--- config.mk ---
export PLATFORM = sky130hd
export DESIGN_NAME = dac_output_stage
export DESIGN_NICKNAME = d
export VERILOG_FILES = /design/src/rtl/dac_pkg.sv /design/src/rtl/sample_saturator.sv /design/src/rtl/dac_output_stage.sv
export SDC_FILE = /design/constraint.sdc
export NUM_CORES = 1
export LEC_CHECK = 0
export CAP_MARGIN = 20
export CORE_MARGIN = 2
export CORE_UTILIZATION = 40
export CTS_BUF_LIST = sky130_fd_sc_hd__clkbuf_4
export CTS_CLUSTER_SIZE = 28
export DETAILED_ROUTE_END_ITERATION = 8
export GPL_TIMING_DRIVEN = 0
export SYNTH_ARGS = -nofsm -noshare
export SYNTH_HDL_FRONTEND = slang
export SYNTH_SLANG_ARGS = --single-unit
--- constraint.sdc ---
create_clock -name i_clk -period 5 [get_ports i_clk]
set_input_delay 0.5 -clock i_clk [delete_from_list [all_inputs] [get_ports i_clk]]
set_output_delay 0.5 -clock i_clk [all_outputs]
set_load 0.01 [all_outputs]
--- src/rtl/dac_pkg.sv ---
`default_nettype none
// ============================================================================
//  Module      : dac_pkg
//  Description : Shared definitions for the DAC output stage: FSM state
//                encoding, default geometry and the saturation-limit helper.
//  Revision    : 1.0  initial release
// ============================================================================
package dac_pkg;

  // Default geometry; the top-level parameters pick these up.
  localparam int c_in_w_default     = 24;
  localparam int c_out_w_default    = 16;
  localparam int c_channels_default = 2;
  localparam int c_sclk_div_default = 2;

  // Frame-processing FSM encoding.
  typedef enum logic [1:0] {
    ST_IDLE  = 2'd0,
    ST_SCALE = 2'd1,
    ST_SAT   = 2'd2,
    ST_SHIFT = 2'd3
  } dac_state_e;

  // Signed limit of a w-bit two's-complement word: neg=1 gives -2^(w-1),
  // neg=0 gives 2^(w-1)-1. Used as an elaboration-time constant.
  function automatic longint sat_limit(input int unsigned w, input logic neg);
    longint mag;
    mag = longint'(1) <<< (w - 1);
    return neg ? -mag : mag - 1;
  endfunction

endpackage : dac_pkg
`default_nettype wire

--- src/rtl/sample_saturator.sv ---
`default_nettype none
// ============================================================================
//  Module      : sample_saturator
//  Description : One channel of the DAC datapath. Registers the arithmetic
//                right-shifted sample when i_scale_en is high, then clamps
//                the registered value into the OUT_W signed range and applies
//                the optional offset-binary MSB inversion (combinational).
//  Ports       : i_clk, i_reset (async, active low), i_scale_en,
//                i_sample (signed IN_W), i_shift (0..7), i_offset_binary,
//                o_word (OUT_W), o_clip (value had to be clamped)
//  Revision    : 1.0  initial release
// ============================================================================
module sample_saturator
  import dac_pkg::*;
#(
  parameter int IN_W  = c_in_w_default,
  parameter int OUT_W = c_out_w_default
) (
  input  logic                   i_clk,
  input  logic                   i_reset,
  input  logic                   i_scale_en,
  input  logic signed [IN_W-1:0] i_sample,
  input  logic [2:0]             i_shift,
  input  logic                   i_offset_binary,
  output logic [OUT_W-1:0]       o_word,
  output logic                   o_clip
);

  // Compare in a width that holds both the input and the output range, so
  // the clamp is correct even if IN_W is not wider than OUT_W.
  localparam int c_ext_w = (IN_W > OUT_W) ? IN_W : OUT_W;

  localparam logic signed [c_ext_w-1:0] c_max_ext = c_ext_w'(sat_limit(OUT_W, 1'b0));
  localparam logic signed [c_ext_w-1:0] c_min_ext = c_ext_w'(sat_limit(OUT_W, 1'b1));
  localparam logic [OUT_W-1:0] c_max_word = {1'b0, {(OUT_W-1){1'b1}}};
  localparam logic [OUT_W-1:0] c_min_word = {1'b1, {(OUT_W-1){1'b0}}};

  logic signed [IN_W-1:0]    scaled_q;
  logic signed [c_ext_w-1:0] w_ext;
  logic [OUT_W-1:0]          w_sat;

  always_ff @(posedge i_clk or negedge i_reset) begin
    if (!i_reset) begin
      scaled_q <= '0;
    end else if (i_scale_en) begin
      scaled_q <= i_sample >>> i_shift;   // signed operand: sign bits fill in
    end
  end

  assign w_ext = c_ext_w'(scaled_q);

  always_comb begin
    w_sat  = w_ext[OUT_W-1:0];
    o_clip = 1'b0;
    if (w_ext > c_max_ext) begin
      w_sat  = c_max_word;
      o_clip = 1'b1;
    end else if (w_ext < c_min_ext) begin
      w_sat  = c_min_word;
      o_clip = 1'b1;
    end
  end

  // Offset binary is two's complement with the MSB flipped.
  assign o_word = {w_sat[OUT_W-1] ^ i_offset_binary, w_sat[OUT_W-2:0]};

endmodule : sample_saturator
`default_nettype wire

--- src/rtl/dac_output_stage.sv ---
`default_nettype none
// ============================================================================
//  Module      : dac_output_stage
//  Description : Accepts a multi-channel sample frame, scales, saturates and
//                optionally offsets each channel, presents the parallel
//                words, and serialises them MSB first (channel 0 first) with
//                a generated serial clock and a one-bit-wide frame sync.
//  Ports       : i_clk, i_reset (async, active low)
//                i_sample_valid / o_sample_ready  frame handshake
//                i_sample, i_shift, i_offset_binary  frame data + controls
//                i_clip_clear                     clears sticky o_clip
//                o_word, o_word_valid, o_clip     parallel result
//                o_dac_sclk, o_dac_fsync, o_dac_sdata  serial DAC pins
//  Revision    : 1.0  initial release
// ============================================================================
module dac_output_stage
  import dac_pkg::*;
#(
  parameter int IN_W     = c_in_w_default,
  parameter int OUT_W    = c_out_w_default,
  parameter int CHANNELS = c_channels_default,
  parameter int SCLK_DIV = c_sclk_div_default
) (
  input  logic                      i_clk,
  input  logic                      i_reset,
  input  logic                      i_sample_valid,
  output logic                      o_sample_ready,
  input  logic [CHANNELS*IN_W-1:0]  i_sample,
  input  logic [2:0]                i_shift,
  input  logic                      i_offset_binary,
  input  logic                      i_clip_clear,
  output logic [CHANNELS*OUT_W-1:0] o_word,
  output logic                      o_word_valid,
  output logic                      o_clip,
  output logic                      o_dac_sclk,
  output logic                      o_dac_fsync,
  output logic                      o_dac_sdata
);

  localparam int c_nbits = CHANNELS * OUT_W;
  localparam int c_bit_w = $clog2(c_nbits);
  localparam int c_div_w = (SCLK_DIV > 1) ? $clog2(SCLK_DIV) : 1;
  localparam logic [c_bit_w-1:0] c_bit_last = c_bit_w'(c_nbits - 1);
  localparam logic [c_div_w-1:0] c_div_last = c_div_w'(SCLK_DIV - 1);

  dac_state_e state_q, state_d;

  logic [CHANNELS*IN_W-1:0]  sample_q;
  logic [2:0]                shift_q;
  logic                      offset_q;
  logic [CHANNELS*OUT_W-1:0] word_q;
  logic                      word_valid_q;
  logic                      clip_q;
  logic [c_nbits-1:0]        sreg_q, sreg_d;
  logic [c_bit_w-1:0]        bit_q, bit_d;
  logic [c_div_w-1:0]        div_q, div_d;
  logic                      sclk_q, sclk_d;

  logic [CHANNELS*OUT_W-1:0] w_word;
  logic [CHANNELS-1:0]       w_clip;
  logic [c_nbits-1:0]        w_ser;
  logic                      w_accept;
  logic                      w_fall;
  logic                      w_last_bit;

  assign w_accept   = i_sample_valid && (state_q == ST_IDLE);
  // A falling sclk edge is where the next bit is launched.
  assign w_fall     = (state_q == ST_SHIFT) && (div_q == c_div_last) && sclk_q;
  assign w_last_bit = w_fall && (bit_q == c_bit_last);

  // --------------------------------------------------------------------------
  // Per-channel datapath; the serial image is reordered so channel 0 leaves
  // first from the MSB end of the shift register.
  // --------------------------------------------------------------------------
  for (genvar c = 0; c < CHANNELS; c++) begin : g_ch
    sample_saturator #(
      .IN_W  (IN_W),
      .OUT_W (OUT_W)
    ) u_sat (
      .i_clk           (i_clk),
      .i_reset         (i_reset),
      .i_scale_en      (state_q == ST_SCALE),
      .i_sample        (sample_q[c*IN_W +: IN_W]),
      .i_shift         (shift_q),
      .i_offset_binary (offset_q),
      .o_word          (w_word[c*OUT_W +: OUT_W]),
      .o_clip          (w_clip[c])
    );
    assign w_ser[(CHANNELS-1-c)*OUT_W +: OUT_W] = w_word[c*OUT_W +: OUT_W];
  end

  // --------------------------------------------------------------------------
  // FSM: state register
  // --------------------------------------------------------------------------
  always_ff @(posedge i_clk or negedge i_reset) begin
    if (!i_reset) begin
      state_q <= ST_IDLE;
    end else begin
      state_q <= state_d;
    end
  end

  // FSM: next state
  always_comb begin
    state_d = state_q;
    case (state_q)
      ST_IDLE:  if (w_accept) state_d = ST_SCALE;
      ST_SCALE: state_d = ST_SAT;
      ST_SAT:   state_d = ST_SHIFT;
      ST_SHIFT: if (w_last_bit) state_d = ST_IDLE;
      default:  state_d = ST_IDLE;
    endcase
  end

  // FSM: outputs. Serial pins are gated so they read 0 outside SHIFT.
  always_comb begin
    o_sample_ready = 1'b0;
    o_dac_sclk     = 1'b0;
    o_dac_fsync    = 1'b0;
    o_dac_sdata    = 1'b0;
    case (state_q)
      ST_IDLE: o_sample_ready = 1'b1;
      ST_SHIFT: begin
        o_dac_sclk  = sclk_q;
        o_dac_fsync = (bit_q == '0);
        o_dac_sdata = sreg_q[c_nbits-1];
      end
      default: ;
    endcase
  end

  // --------------------------------------------------------------------------
  // Serializer next state: sclk toggles every SCLK_DIV clocks starting low;
  // data shifts only when sclk falls, so it is stable at every rising edge.
  // --------------------------------------------------------------------------
  always_comb begin
    sreg_d = '0;
    bit_d  = '0;
    div_d  = '0;
    sclk_d = 1'b0;
    if (state_q == ST_SAT) begin
      sreg_d = w_ser;
    end else if (state_q == ST_SHIFT) begin
      sreg_d = sreg_q;
      bit_d  = bit_q;
      sclk_d = sclk_q;
      if (div_q == c_div_last) begin
        sclk_d = ~sclk_q;
        if (sclk_q) begin
          sreg_d = sreg_q << 1;
          bit_d  = bit_q + c_bit_w'(1);
        end
      end else begin
        div_d = div_q + c_div_w'(1);
      end
    end
  end

  always_ff @(posedge i_clk or negedge i_reset) begin
    if (!i_reset) begin
      sreg_q <= '0;
      bit_q  <= '0;
      div_q  <= '0;
      sclk_q <= 1'b0;
    end else begin
      sreg_q <= sreg_d;
      bit_q  <= bit_d;
      div_q  <= div_d;
      sclk_q <= sclk_d;
    end
  end

  // --------------------------------------------------------------------------
  // Frame capture and parallel result. The clip set term is checked first so
  // a simultaneous clear cannot hide a new clip event.
  // --------------------------------------------------------------------------
  always_ff @(posedge i_clk or negedge i_reset) begin
    if (!i_reset) begin
      sample_q     <= '0;
      shift_q      <= '0;
      offset_q     <= 1'b0;
      word_q       <= '0;
      word_valid_q <= 1'b0;
      clip_q       <= 1'b0;
    end else begin
      if (w_accept) begin
        sample_q <= i_sample;
        shift_q  <= i_shift;
        offset_q <= i_offset_binary;
      end
      word_valid_q <= (state_q == ST_SAT);
      if (state_q == ST_SAT) begin
        word_q <= w_word;
      end
      if ((state_q == ST_SAT) && (|w_clip)) begin
        clip_q <= 1'b1;
      end else if (i_clip_clear) begin
        clip_q <= 1'b0;
      end
    end
  end

  assign o_word       = word_q;
  assign o_word_valid = word_valid_q;
  assign o_clip       = clip_q;

endmodule : dac_output_stage
`default_nettype wire

==> flow_metrics.py, run 1 <==
metrics = {
    "die": {
        "fp-row-count": 53,
        "dieArea_um2": 22200,
        "core_area_um2": 20800,
        "start_util_pct": 40.4,
        "ios": 94,
        "die_w_um": 149,
        "die_h_um": 149,
    },
    "yosys": {
        "synth_most_common_cell": "dfrtp_1",
        "synth_nets": 766,
        "ys_types": 41,
        "synth_cells": 703,
        "yosys_most_used_dff": "dfrtp_1",
        "synth_common_cells": "175 x dfrtp_1, 85 x nand2_1, 82 x nor2_1, 57 x mux2_2, 42 x mux4_2",
        "seq_area_frac_synth_pct": 52.1,
        "async_flop_share_pct": 100,
        "synth_area_leaders": "dfrtp_1 52%, mux4_2 11%, mux2_2 7.6%",
        "syn_area_per_cell_um2": 12.0,
        "yosysWarnings": 0,
        "synth-edff-count": 0,
        "synth_top_area_cell": "dfrtp_1",
        "yosys.area.top_type_share_pct": 52.1,
        "synth_seq_cells": 175,
        "synthesis.area_um2": 8410,
    },
    "detailed_routing": {
        "drt-initial-drc-count": 390,
        "drtPass1Iterations": 6,
        "drc": 0,
        "viasPerCell": 5.39,
        "routed_wl_mm": 19.6,
        "routedWlPerCell_um": 17.7,
        "postRouteAntennaNets": 0,
        "vias": 5962,
    },
    "timing": {
        "hold_violations": 0,
        "relSlewSlack_pct": 55.8,
        "tightest_slew_ns": 0.663,
        "finalSetupViolations": 0,
        "rsz0062_at_grt": "false",
        "fin_tns_setup_ns": 0,
        "drv_slew": 0,
        "fmax_mhz": 364,
        "final.period_utilization_pct": 55.0,
        "skew_ns": 0.0290,
        "layout_setup_ws_ns": 2.25,
        "min_period_ns": 2.75,
    },
    "pwr": {
        "intPower_mw": 4.26,
        "pwr_density_cell_nw_per_um2": 707,
        "switching_share_pct": 40.0,
        "p_leak_nw": 4.05,
        "switchingPower_mw": 2.84,
        "p_seq_share_pct": 38.2,
        "p_clk_share_pct": 12.4,
        "combPwrFrac_pct": 49.4,
        "ir_drop_v": 0.000265,
    },
    "critical_path": {
        "worst-setup-path-type": "flip-flop to output port",
        "crit_path_end_kind": "output port",
        "critPathLaunchType": "flip-flop",
        "critical_path_required_ns": 4.50,
        "path_max_fanout": 6,
        "critPathArrivalTime_ns": 2.25,
    },
    "global_routing": {
        "grt_use_total_pct": 18.5,
        "grt_start_max_net_pins": 131,
        "grt.overflow.total": 0,
        "grt_pass1_wl_mm": 32.3,
        "grt_pass1_vias": 6049,
        "grt_antenna_before_repair": 1,
    },
    "job": {
        "maxCapViolCount": 0,
    },
    "place": {
        "portBuffers": 93,
        "dpl_cell_area_um2": 9720,
        "globalplace.congestion": 0.893,
        "dp_hpwl_mm": 14.7,
        "dp_slack_ns": 2.84,
    },
    "layout": {
        "stdcell_area_um2": 10000,
        "multiInputGateArea_um2": 3720,
        "fin_nets": 880,
        "area_delta_synth_final_pct": 19.5,
        "drive_gt1_share_pct": 19.0,
        "seq_area_um2": 4380,
        "fillers": 1890,
    },
    "clocking": {
        "cts_buffers": 17,
        "cts.sinks": 175,
        "clk_pin_slew_ns": 0.16,
        "cts_setup_buffers": 0,
        "root_buffer": "clkbuf_4",
        "cts_buffer_depth": 2,
        "cts_tree": "yes",
        "htree_levels": 4,
        "insertion_delay_ns": 0.59,
    },
    "run_status": {
        "status": "finished, final reports clean",
    },
    "hold_path": {
        "holdCritPathClass": "input pin to asynchronous set/reset pin",
    },
}
## repair_timing
action,in CTS,in global routing
gates resized for setup,0,0
setup endpoints to repair,0,0
hold buffers,1,0
hold endpoints to repair,45,0
## cells in the final DEF, fill, tap and decap left out, types with 4 or more instances in the layout
master | Yosys | final
buf_2 | 13 | 13
ha_1 | 7 | 7
clkdlybuf4s50_1 | 0 | 92
clkinvlp_4 | 0 | 5
mux2_2 | 57 | 57
and2_1 | 4 | 4
clkbuf_4 | 0 | 18
nor2_1 | 82 | 82
o21ai_0 | 9 | 9
nand2_1 | 85 | 85
o2bb2ai_1 | 29 | 29
o22ai_1 | 29 | 29
nor4_1 | 5 | 5
mux2i_1 | 34 | 34
a21oi_1 | 8 | 8
buf_4 | 8 | 8
nand4_1 | 5 | 5
clkbuf_1 | 26 | 26
xor2_1 | 4 | 4
mux4_2 | 42 | 42
a31oi_1 | 37 | 37
inv_1 | 11 | 11
dfrtp_1 | 175 | 175
## final timing paths
path                            slack [ns]  cells after the start                          to          from
min in group i_clk                    0.47                      2                      o_clip  i_clip_clear
worst max register to register        2.87                      6   g_ch[0].u_sat.scaled_q[4]    state_q[1]
max in group asynchronous             3.67                      3  g_ch[0].u_sat.scaled_q[21]       i_reset
worst min-delay path                  0.38                      2                 sample_q[8]       i_reset
worst max-delay path                  2.25                      4                 o_dac_fsync    state_q[1]
worst min register to register        0.50                      1                   o_word[6]     o_word[6]
## per-stage QoR
step                      instances  utilization, %  total power, mW  hold slack [ns]
after floorplan                 703               -             5.08            0.204
after global placement         1071            46.5             6.12            0.474
after detailed placement       1072            46.7             6.25            0.414
after CTS                      1105            48.2             7.13            0.362
after global routing           1106            48.3             7.62            0.384
final                          1106            48.3             7.10            0.379
## registers in the layout (all words and copies together) (netlist names)
register,count
bit_q,5
div_q,1
g_ch.u_sat.scaled_q,48
o_clip,1
o_word,32
o_word_valid,1
offset_q,1
sample_q,48
sclk_q,1
shift_q,3
sreg_q,32
state_q,2
## area by class of cell
type | count | area share [%]
Clock inverter | 14 | 1.82
Timing Repair Buffer | 95 | 9.69
Inverter | 12 | 0.448
Multi-Input combinational cell | 463 | 37.0
Sequential cell | 175 | 43.6
Buffer | 53 | 2.67
Antenna cell | 1 | 0.0249
Clock buffer | 18 | 1.34
Tap cell | 275 | 3.42
## critical path: stages, from the launching register on
cell,delay [ns]
dfrtp_1,0.44
ha_1,0.31
nand2_1,0.09
nor4_1,0.22
clkdlybuf4s50_1,0.59
## routing by layer
metal  wire length, um  part of all wire, %  up-vias  global-route usage (%)
met3               672                  3.4       15                    2.87
met2              9190                   47      140                    28.7
li1                  -                    -     2807                       -
met4               257                  1.3        0                    4.95
met1              9450                   48     3000                    27.2
met5                 0                    0        -                       0
## cell families after synthesis
| group | share of synthesized area (%) |
|---|---|
| AOI/OAI and AO/OA | 10.3 |
| xor gates and xnor gates | 0.625 |
| adders and majority gates | 1.04 |
| buffers and inverters | 3.72 |
| DFF | 52.1 |
| muxes | 23.2 |
| and+or+nand+nor | 9.08 |
## power groups by stage
stage	registers [mW]	clock network, mW	logic, mW
floorplan	2.59	0	2.49
global placement	2.70	0	3.42
detailed placement	2.73	0	3.52
CTS	2.70	0.900	3.53
global route	2.81	0.960	3.84
finish	2.71	0.878	3.51
No activity file was read; power rests on OpenSTA's default activity.
==> inputs of run 2 (changes only) <==
==> constraint.sdc (replaced) <==
create_clock -name i_clk -period 2.3 [get_ports i_clk]
set_input_delay 0.23 -clock i_clk [delete_from_list [all_inputs] [get_ports i_clk]]
set_output_delay 0.23 -clock i_clk [all_outputs]
set_load 0.01 [all_outputs]
==> flow_metrics.py, run 2 (synthesis results as in run 1) <==
metrics = {
    "die": {
        "core_area_um2": 20800,
        "start_util_pct": 40.4,
        "fp-row-count": 53,
        "dieArea_um2": 22200,
        "die_w_um": 149,
        "ios": 94,
        "die_h_um": 149,
    },
    "place": {
        "globalplace.congestion": 0.893,
        "portBuffers": 93,
        "dp_hpwl_mm": 14.7,
        "dp_cells": 1072,
        "dp_slack_ns": 0.239,
        "dpl_cell_area_um2": 9720,
    },
    "pwr": {
        "intPower_mw": 9.27,
        "p_seq_share_pct": 38.2,
        "switching_share_pct": 40.0,
        "p_leak_nw": 4.06,
        "ir_drop_v": 0.000575,
        "p_clk_share_pct": 12.3,
        "pwr_density_cell_nw_per_um2": 1530,
        "combPwrFrac_pct": 49.5,
        "power_mw": 15.4,
        "switchingPower_mw": 6.17,
    },
    "timing": {
        "skew_ns": 0.0280,
        "finalSetupViolations": 0,
        "final.period_utilization_pct": 95.0,
        "relSlewSlack_pct": 54.2,
        "min_period_ns": 2.19,
        "fmax_mhz": 458,
        "drv_slew": 0,
        "layout_setup_ws_ns": 0.114,
        "fin_tns_setup_ns": 0,
        "tightest_slew_ns": 0.686,
        "hold_violations": 0,
        "rsz0062_at_grt": "true",
    },
    "critical_path": {
        "critPathLaunchType": "flip-flop",
        "path_max_fanout": 6,
        "worstSetupEndpoint": "o_dac_sclk",
        "reg2reg_slack_ns": 0.16,
        "critical_path_required_ns": 2.07,
        "critPathArrivalTime_ns": 1.96,
        "worst-setup-path-type": "flip-flop to output port",
        "worstReg2RegStart": "state_q[1]",
        "r2r_end": "g_ch[0].u_sat.scaled_q[4]",
        "cp-startpoint": "state_q[0]",
        "worstRegToRegCells": 6,
        "crit_path_end_kind": "output port",
    },
    "clocking": {
        "insertion_delay_ns": 0.58,
        "clk_pin_slew_ns": 0.16,
        "cts_buffer_depth": 2,
        "cts_tree": "yes",
        "cts.sinks": 175,
        "root_buffer": "clkbuf_4",
        "htree_levels": 4,
        "cts_buffers": 17,
    },
    "layout": {
        "reg_top3": "g_ch.u_sat.scaled_q: 48 flops, sample_q: 48 flops",
        "instances_no_fill": 1107,
        "fin_nets": 881,
        "mostFrequentLayoutCells": "175 x dfrtp_1, 91 x clkdlybuf4s50_1, 85 x nand2_1",
        "fillers": 1890,
        "stdcell_area_um2": 10100,
        "final_common_cell": "dfrtp_1",
        "drive_gt1_share_pct": 19.3,
        "area_delta_synth_final_pct": 19.6,
    },
    "detailed_routing": {
        "viasPerCell": 5.39,
        "drtPass1Iterations": 5,
        "routedWlPerCell_um": 17.6,
        "drt-initial-drc-count": 393,
        "routed_wl_mm": 19.5,
        "drc": 0,
        "postRouteAntennaNets": 0,
        "vias": 5963,
    },
    "global_routing": {
        "grt_use_total_pct": 18.5,
        "grt_antenna_before_repair": 1,
        "grt_pass1_vias": 6049,
        "grt_pass1_wl_mm": 32.3,
        "grt.overflow.total": 0,
        "grt_start_max_net_pins": 131,
    },
    "job": {
        "maxCapViolCount": 0,
    },
    "hold_path": {
        "holdCritPathClass": "input pin to asynchronous set/reset pin",
    },
    "run_status": {
        "status": "finished, final reports clean",
    },
}
[run 2: power by group through the flow]
stage | logic (mW) | clock network, mW | registers [mW]
2_1_floorplan | 5.40 | 0 | 5.64
3_3_place_gp | 7.44 | 0 | 5.86
3_5_place_dp | 7.64 | 0 | 5.94
4_1_cts | 7.67 | 1.96 | 5.88
5_1_grt | 8.36 | 2.09 | 6.12
6_report | 7.64 | 1.90 | 5.90
[run 2: what timing repair did]
action,CTS,global route
endpoints found under the hold margin,47,0
gates resized for setup,2,0
hold buffers,1,0
buffers inserted,0,1
endpoints found under the setup margin,2,1
[run 2: how the worst min path moves through the flow]
stage | from | endpoint | slack, ns | depth (start not counted)
after floorplan | i_reset | bit_q[0] | -0.07 | 0
after global placement | div_q | div_q | 0.47 | 1
after detailed placement | i_reset | sample_q[8] | 0.14 | 1
after CTS | i_reset | sample_q[8] | 0.09 | 2
after global routing | i_reset | sample_q[8] | 0.11 | 2
final | i_reset | sample_q[8] | 0.12 | 2
[run 2: layer usage]
| metal | part of all wire, % | GRT usage, % | vias up |
|---|---|---|---|
| li1 | - | - | 2800 |
| met1 | 48 | 27.2 | 3015 |
| met2 | 47 | 28.7 | 133 |
| met3 | 3.5 | 2.87 | 15 |
| met4 | 1.1 | 4.95 | 0 |
| met5 | 0 | 0 | - |
[run 2: cell type report]
cell class | instances | area, um2 | share of cell area, %
Inverter | 12 | 45.0 | 0.448
Tap cell | 275 | 344 | 3.42
Multi-Input combinational cell | 463 | 3720 | 37.0
Timing Repair Buffer | 96 | 980 | 9.74
Antenna cell | 1 | 2.50 | 0.0249
Sequential cell | 175 | 4380 | 43.5
Clock inverter | 14 | 183 | 1.82
Clock buffer | 18 | 135 | 1.34
Buffer | 53 | 268 | 2.66
[run 2: worst max-delay path, stage by stage (launching register included)]
cell and delay [ns]:
dfrtp_1 0.44, ha_2 0.27, and2_1 0.14, clkdlybuf4s50_1 0.53
[run 2: stage by stage]
stage | hold slack, ns | utilization [%]
2_1_floorplan | -0.0656 | -
3_3_place_gp | 0.474 | 46.5
3_5_place_dp | 0.144 | 46.7
4_1_cts | 0.0916 | 48.2
5_1_grt | 0.114 | 48.3
6_report | 0.117 | 48.3
==> inputs of run 3 (changes only) <==
--- a/config.mk
+++ b/config.mk
@@ -7,11 +7,12 @@
 export LEC_CHECK = 0
 export CAP_MARGIN = 20
 export CORE_MARGIN = 2
-export CORE_UTILIZATION = 40
+export CORE_UTILIZATION = 50
 export CTS_BUF_LIST = sky130_fd_sc_hd__clkbuf_4
 export CTS_CLUSTER_SIZE = 28
 export DETAILED_ROUTE_END_ITERATION = 8
 export GPL_TIMING_DRIVEN = 0
+export PLACE_DENSITY = 0.72
 export SYNTH_ARGS = -nofsm -noshare
 export SYNTH_HDL_FRONTEND = slang
 export SYNTH_SLANG_ARGS = --single-unit
==> constraint.sdc (replaced) <==
create_clock -name i_clk -period 2.09 [get_ports i_clk]
set_input_delay 0.209 -clock i_clk [delete_from_list [all_inputs] [get_ports i_clk]]
set_output_delay 0.209 -clock i_clk [all_outputs]
set_load 0.01 [all_outputs]
==> flow_metrics.py, run 3 (synthesis results as in run 1) <==
metrics = {
    "detailed_routing": {
        "highest_layer": "met4",
        "routedWlPerCell_um": 18.0,
        "postRouteAntennaNets": 0,
        "drc": 0,
        "drt-initial-drc-count": 456,
        "vias": 6111,
        "wl_met3_um": 936,
        "routed_wl_mm": 18.9,
        "viasPerCell": 5.80,
        "met1_length_mm": 8.74,
        "drtPass1Iterations": 5,
        "wl_met2_mm": 8.91,
    },
    "clocking": {
        "cts_buffer_depth": 2,
        "htree_levels": 4,
        "clk_pin_slew_ns": 0.14,
        "root_buffer": "clkbuf_4",
        "insertion_delay_ns": 0.57,
        "cts_tree": "yes",
        "cts_buffers": 17,
        "cts.sinks": 175,
    },
    "run_status": {
        "status": "finished, final reports clean",
    },
    "layout": {
        "fin_nets": 883,
        "final_common_cell": "dfrtp_1",
        "diodes": 0,
        "mostFrequentLayoutCells": "174 x dfrtp_1, 88 x clkdlybuf4s50_1, 85 x nand2_1",
        "drive_gt1_share_pct": 20.4,
        "utilization_pct": 60.4,
        "stdcell_area_um2": 9990,
        "reg_top3": "g_ch.u_sat.scaled_q: 48 flops, sample_q: 48 flops",
        "area_delta_synth_final_pct": 18.7,
        "fillers": 1331,
    },
    "timing": {
        "tightest_slew_ns": 0.546,
        "skew_ns": 0.0137,
        "min_period_ns": 1.96,
        "fin_tns_setup_ns": 0,
        "hold_violations": 0,
        "relSlewSlack_pct": 63.6,
        "fmax_mhz": 509,
        "drv_slew": 0,
        "finalSetupViolations": 0,
        "layout_setup_ws_ns": 0.125,
        "final.period_utilization_pct": 94.0,
        "whs_ns": 0.160,
    },
    "critical_path": {
        "worst-setup-path-type": "flip-flop to output port",
        "critical_path_required_ns": 1.88,
        "crit_path_end_kind": "output port",
        "worstRegToRegCells": 6,
        "critPathLaunchType": "flip-flop",
        "path_max_fanout": 4,
        "reg2reg_slack_ns": 0.15,
        "critPathArrivalTime_ns": 1.76,
    },
    "pwr": {
        "p_seq_share_pct": 38.6,
        "ir_drop_v": 0.000772,
        "pwr_density_cell_nw_per_um2": 1680,
        "intPower_mw": 10.1,
        "switching_share_pct": 40.0,
        "p_clk_share_pct": 11.1,
        "p_leak_nw": 4.12,
        "switchingPower_mw": 6.73,
        "combPwrFrac_pct": 50.3,
    },
    "global_routing": {
        "grt_pass1_vias": 6218,
        "grt_antenna_before_repair": 0,
        "grt.overflow.total": 0,
        "grt_start_max_net_pins": 107,
        "grt_use_total_pct": 22.4,
        "grt_pass1_wl_mm": 31.6,
    },
    "place": {
        "dpl_cell_area_um2": 9650,
        "dp_hpwl_mm": 14.0,
        "globalplace.congestion": 0.849,
        "portBuffers": 93,
        "dp_slack_ns": 0.0745,
    },
    "die": {
        "start_util_pct": 50.9,
        "die_w_um": 134,
        "fp-row-count": 47,
        "core_area_um2": 16500,
        "die_h_um": 134,
        "ios": 94,
        "dieArea_um2": 17900,
    },
    "job": {
        "maxCapViolCount": 0,
    },
    "hold_path": {
        "holdCritPathClass": "input pin to asynchronous set/reset pin",
    },
}
[run 3: layout make-up]
cell class / instances / area [um2] / area share (%)
Clock buffer: 17 / 128 / 1.28
Inverter: 12 / 45.0 / 0.451
Tap cell: 220 / 275 / 2.76
Timing Repair Buffer: 98 / 998 / 10.0
Sequential cell: 175 / 4380 / 43.9
Clock inverter: 15 / 145 / 1.45
Multi-Input combinational cell: 463 / 3730 / 37.4
Buffer: 53 / 282 / 2.82
[run 3: path summary, 6_finish.rpt]
path | startpoint | endpoint
min in group i_clk | i_clip_clear | o_clip
worst min-delay path | i_reset | sample_q[6]
worst max register to register | state_q[0] | sample_q[13]
worst max-delay path | bit_q[0] | o_dac_fsync
worst min register to register | o_word[5] | o_word[5]
max in group asynchronous | i_reset | sreg_q[15]
[run 3: critical path, stage by stage (launching register included)]
cell,delay (ns)
dfrtp_1,0.46
inv_1,0.08
ha_1,0.15
nand2_1,0.05
nor4_1,0.15
dlygate4sd2_1,0.30
[run 3: timing repair]
item                                   in CTS  in global routing
setup buffers                               3                  0
resized for setup                           6                 18
setup endpoints to repair                   4                 88
hold buffers                                1                  0
endpoints found under the hold margin      69                  0
[run 3: power by group through the flow]
stage / clock, mW / sequential (mW) / combinational (mW)
finish: 1.87 / 6.49 / 8.46
global placement: 0 / 6.42 / 8.08
CTS: 1.93 / 6.45 / 8.41
floorplan: 0 / 6.20 / 5.95
global route: 2.07 / 6.72 / 9.20
detailed placement: 0 / 6.53 / 8.34
[run 3: metal layers]
layer | track usage (%) | up-vias
met2 | 35.1 | 216
met4 | 7.62 | 0
met1 | 31.6 | 3058
met3 | 4.34 | 33
li1 | - | 2804
met5 | 0 | -
[run 3: metrics by stage]
| stage | std cells | power (mW) |
|---|---|---|
| finish | 1053 | 16.8 |
| global route | 1053 | 18.0 |
| CTS | 1053 | 16.8 |
| detailed placement | 1017 | 14.9 |
| global placement | 1016 | 14.5 |
| floorplan | 703 | 12.2 |
==> patch: new RTL, settings of run 1 <==
`c_sclk_div_default`: 2 -> 4.
--- a/src/rtl/dac_pkg.sv
+++ b/src/rtl/dac_pkg.sv
@@ -11,7 +11,7 @@
   localparam int c_in_w_default     = 24;
   localparam int c_out_w_default    = 16;
   localparam int c_channels_default = 2;
-  localparam int c_sclk_div_default = 2;
+  localparam int c_sclk_div_default = 4;
 
   // Frame-processing FSM encoding.
   typedef enum logic [1:0] {
Check against the original RTL: not equivalent (a bounded check fails within 10 cycles, from zero or initial values and one cycle with i_reset low).
==> patch against run 1 <==
  * Hold slack better by 68 ps
  * Utilization down 0.072 points
  * Wire length up 0.96%
  * Setup slack better by 24 ps
  * Design area up 0.49%
  * Largest cell class unchanged
  * Sequential cell count up 1
  * Critical path depth unchanged
  * Area after synthesis up 1.2%
  * Clock skew down 11 ps
  * First-iteration DRC count down 2.8%
Power is left out: it rests on default switching activity, and per cell area and clock period it moved more than threefold.
==> patch: results (changes against run 1) <==
Synth
  • Post-Synth Adder-Cell Area: 0.0132 (was 0.0104)
  • Mux cell area share after synthesis: 0.216 (was 0.232)
  • Number of synthesized register bits: 176 (was 175)
  • Mean post-synth cell area: 12.3 µm² (was 12.0 µm²)
  • XOR/XNOR Fraction of Synth Area: 0.00206 (was 0.00625)
  • Seq/Total Area, Yosys: 0.518 (was 0.521)
  • Post-synth top cells: 176 x dfrtp_1, 76 x nor2_1, 61 x mux2_2 (was 175 x dfrtp_1, 85 x nand2_1, 82 x nor2_1)
  • Post-synthesis cell type count: 45 (was 41)
  • Top post-synthesis cells by area: dfrtp_1 52%, mux4_2 10%, mux2_2 8.1%, nor2_1 3.4%, o2bb2ai_1 3.0% (was dfrtp_1 52%, mux4_2 11%, mux2_2 7.6%, mux2i_1 4.0%, nand2_1 3.8%)
  • Compound-Gate Fraction of Synth Area: 0.138 (was 0.103)
  • Post-Syn Nets: 757 (was 766)

Global routing
  • Vias in the first global route: 6182 (was 6049)
  • Met3 Use GR: 0.0399 (was 0.0287)
  • Global-route wire length before repair: 32600 µm (was 32300 µm)
  • M1 GR Usage: 0.257 (was 0.272)
  • Pin count of the biggest net entering global routing: 96 (was 131)
  • Met2 GRT Util: 0.299 (was 0.287)
  • Global Route Usage Sum: 0.186 (was 0.185)

Critical path
  • Crit path max-delay family: buffers and inverters (unchanged)
  • RR Startpoint: state_q[0] (was state_q[1])
  • Worst EP arrival: 2220 ps (was 2250 ps)
  • Max FO, Critical Path: 7 (was 6)

Route
  • Initial DRC Count: 379 (was 390)
  • Met3 WL: 837 µm (was 672 µm)
  • Via density per instance: 5.49 (was 5.39)
  • Met1 wire length: 9120 µm (was 9450 µm)
  • WL met2: 9590 µm (was 9190 µm)
  • DRT Wirelength: 19800 µm (was 19600 µm)
  • DR pass1 iterations: 5 (was 6)

Final layout
  • Finished Layout Cells: 1095 (was 1106)
  • Filler Cell Count: 1934 (was 1890)
  • Final Net Count: 871 (was 880)
  • Nonclk inv count: 10 (was 12)
  • Seq area share: 0.436 (about the same)
  • Multi-input logic area: 3770 µm² (was 3720 µm²)
  • Clock buffers: 20 (was 18)
  • Multi-input comb cells: 452 (was 463)
  • Non-clock buffer share of cell area: 0.126 (was 0.124)
  • Clock buf/inv share: 0.0266 (was 0.0316)
  • Layout cells sized above 1: 0.204 (was 0.190)
  • Buffers, non-clock: 149 (was 148)
  • Synth-to-Final Area Change: 18.7% (was 19.5%)

Placed design
  • Area after DPL: 9810 µm² (was 9720 µm²)
  • Final HPWL DP: 14900 µm (was 14700 µm)
  • Pre-CTS setup slack: 2850 ps (was 2840 ps)
  • Gpl congestion: 0.805 (was 0.893)
  • Port Buffer Count: 93 (unchanged)

Clocking
  • Root Buffer: clkbuf_4 (unchanged)
  • TritonCTS Buffers: 17 (unchanged)
  • Worst-path clk slew: 140 ps (was 160 ps)

Run status
  • Status: completed (unchanged)

Worst hold path
  • Min-Delay Path Class: reg -> reg (was in -> async)

STA
  • Slew Limit Headroom: 0.579 (was 0.558)
  • Clk_skew: 18.4 ps (was 29.0 ps)

Floorplan
  • Die Wd: 150 µm (was 149 µm)
==> patch: cell types whose count changed after synthesis, moves of 8 or more <==
| cell | before | now |
|---|---|---|
| mux2i_1 | 34 | 23 |
| nand2_1 | 85 | 51 |
| a31oi_1 | 37 | 20 |
| a22oi_1 | 0 | 28 |
| o31ai_1 | 0 | 29 |
| a21oi_1 | 8 | 20 |
| o22ai_1 | 29 | 1 |
| buf_2 | 13 | 21 |
==> patch: final timing paths <==
kind	end	slack [ps]	cells after the start
min in group asynchronous	o_word[10]	470	2
setup reg to reg	sreg_q[10]	2820	6
hold reg to reg	div_q[0]	450	1
max in group asynchronous	o_word[21]	3650	3
setup / recovery	o_dac_fsync	2280	4
hold / removal	div_q[0]	450	1
==> patch: worst reg2reg max path: cells and delay by family (launching register included) <==
family / cells / cell delay [ps]
AO/OA/AOI/OAI: 1 / 290
adder cells (fa/ha/maj): 1 / 220
buffers and inverters: 3 / 840
flip-flops: 1 / 450
AND/OR/NAND/NOR: 1 / 270
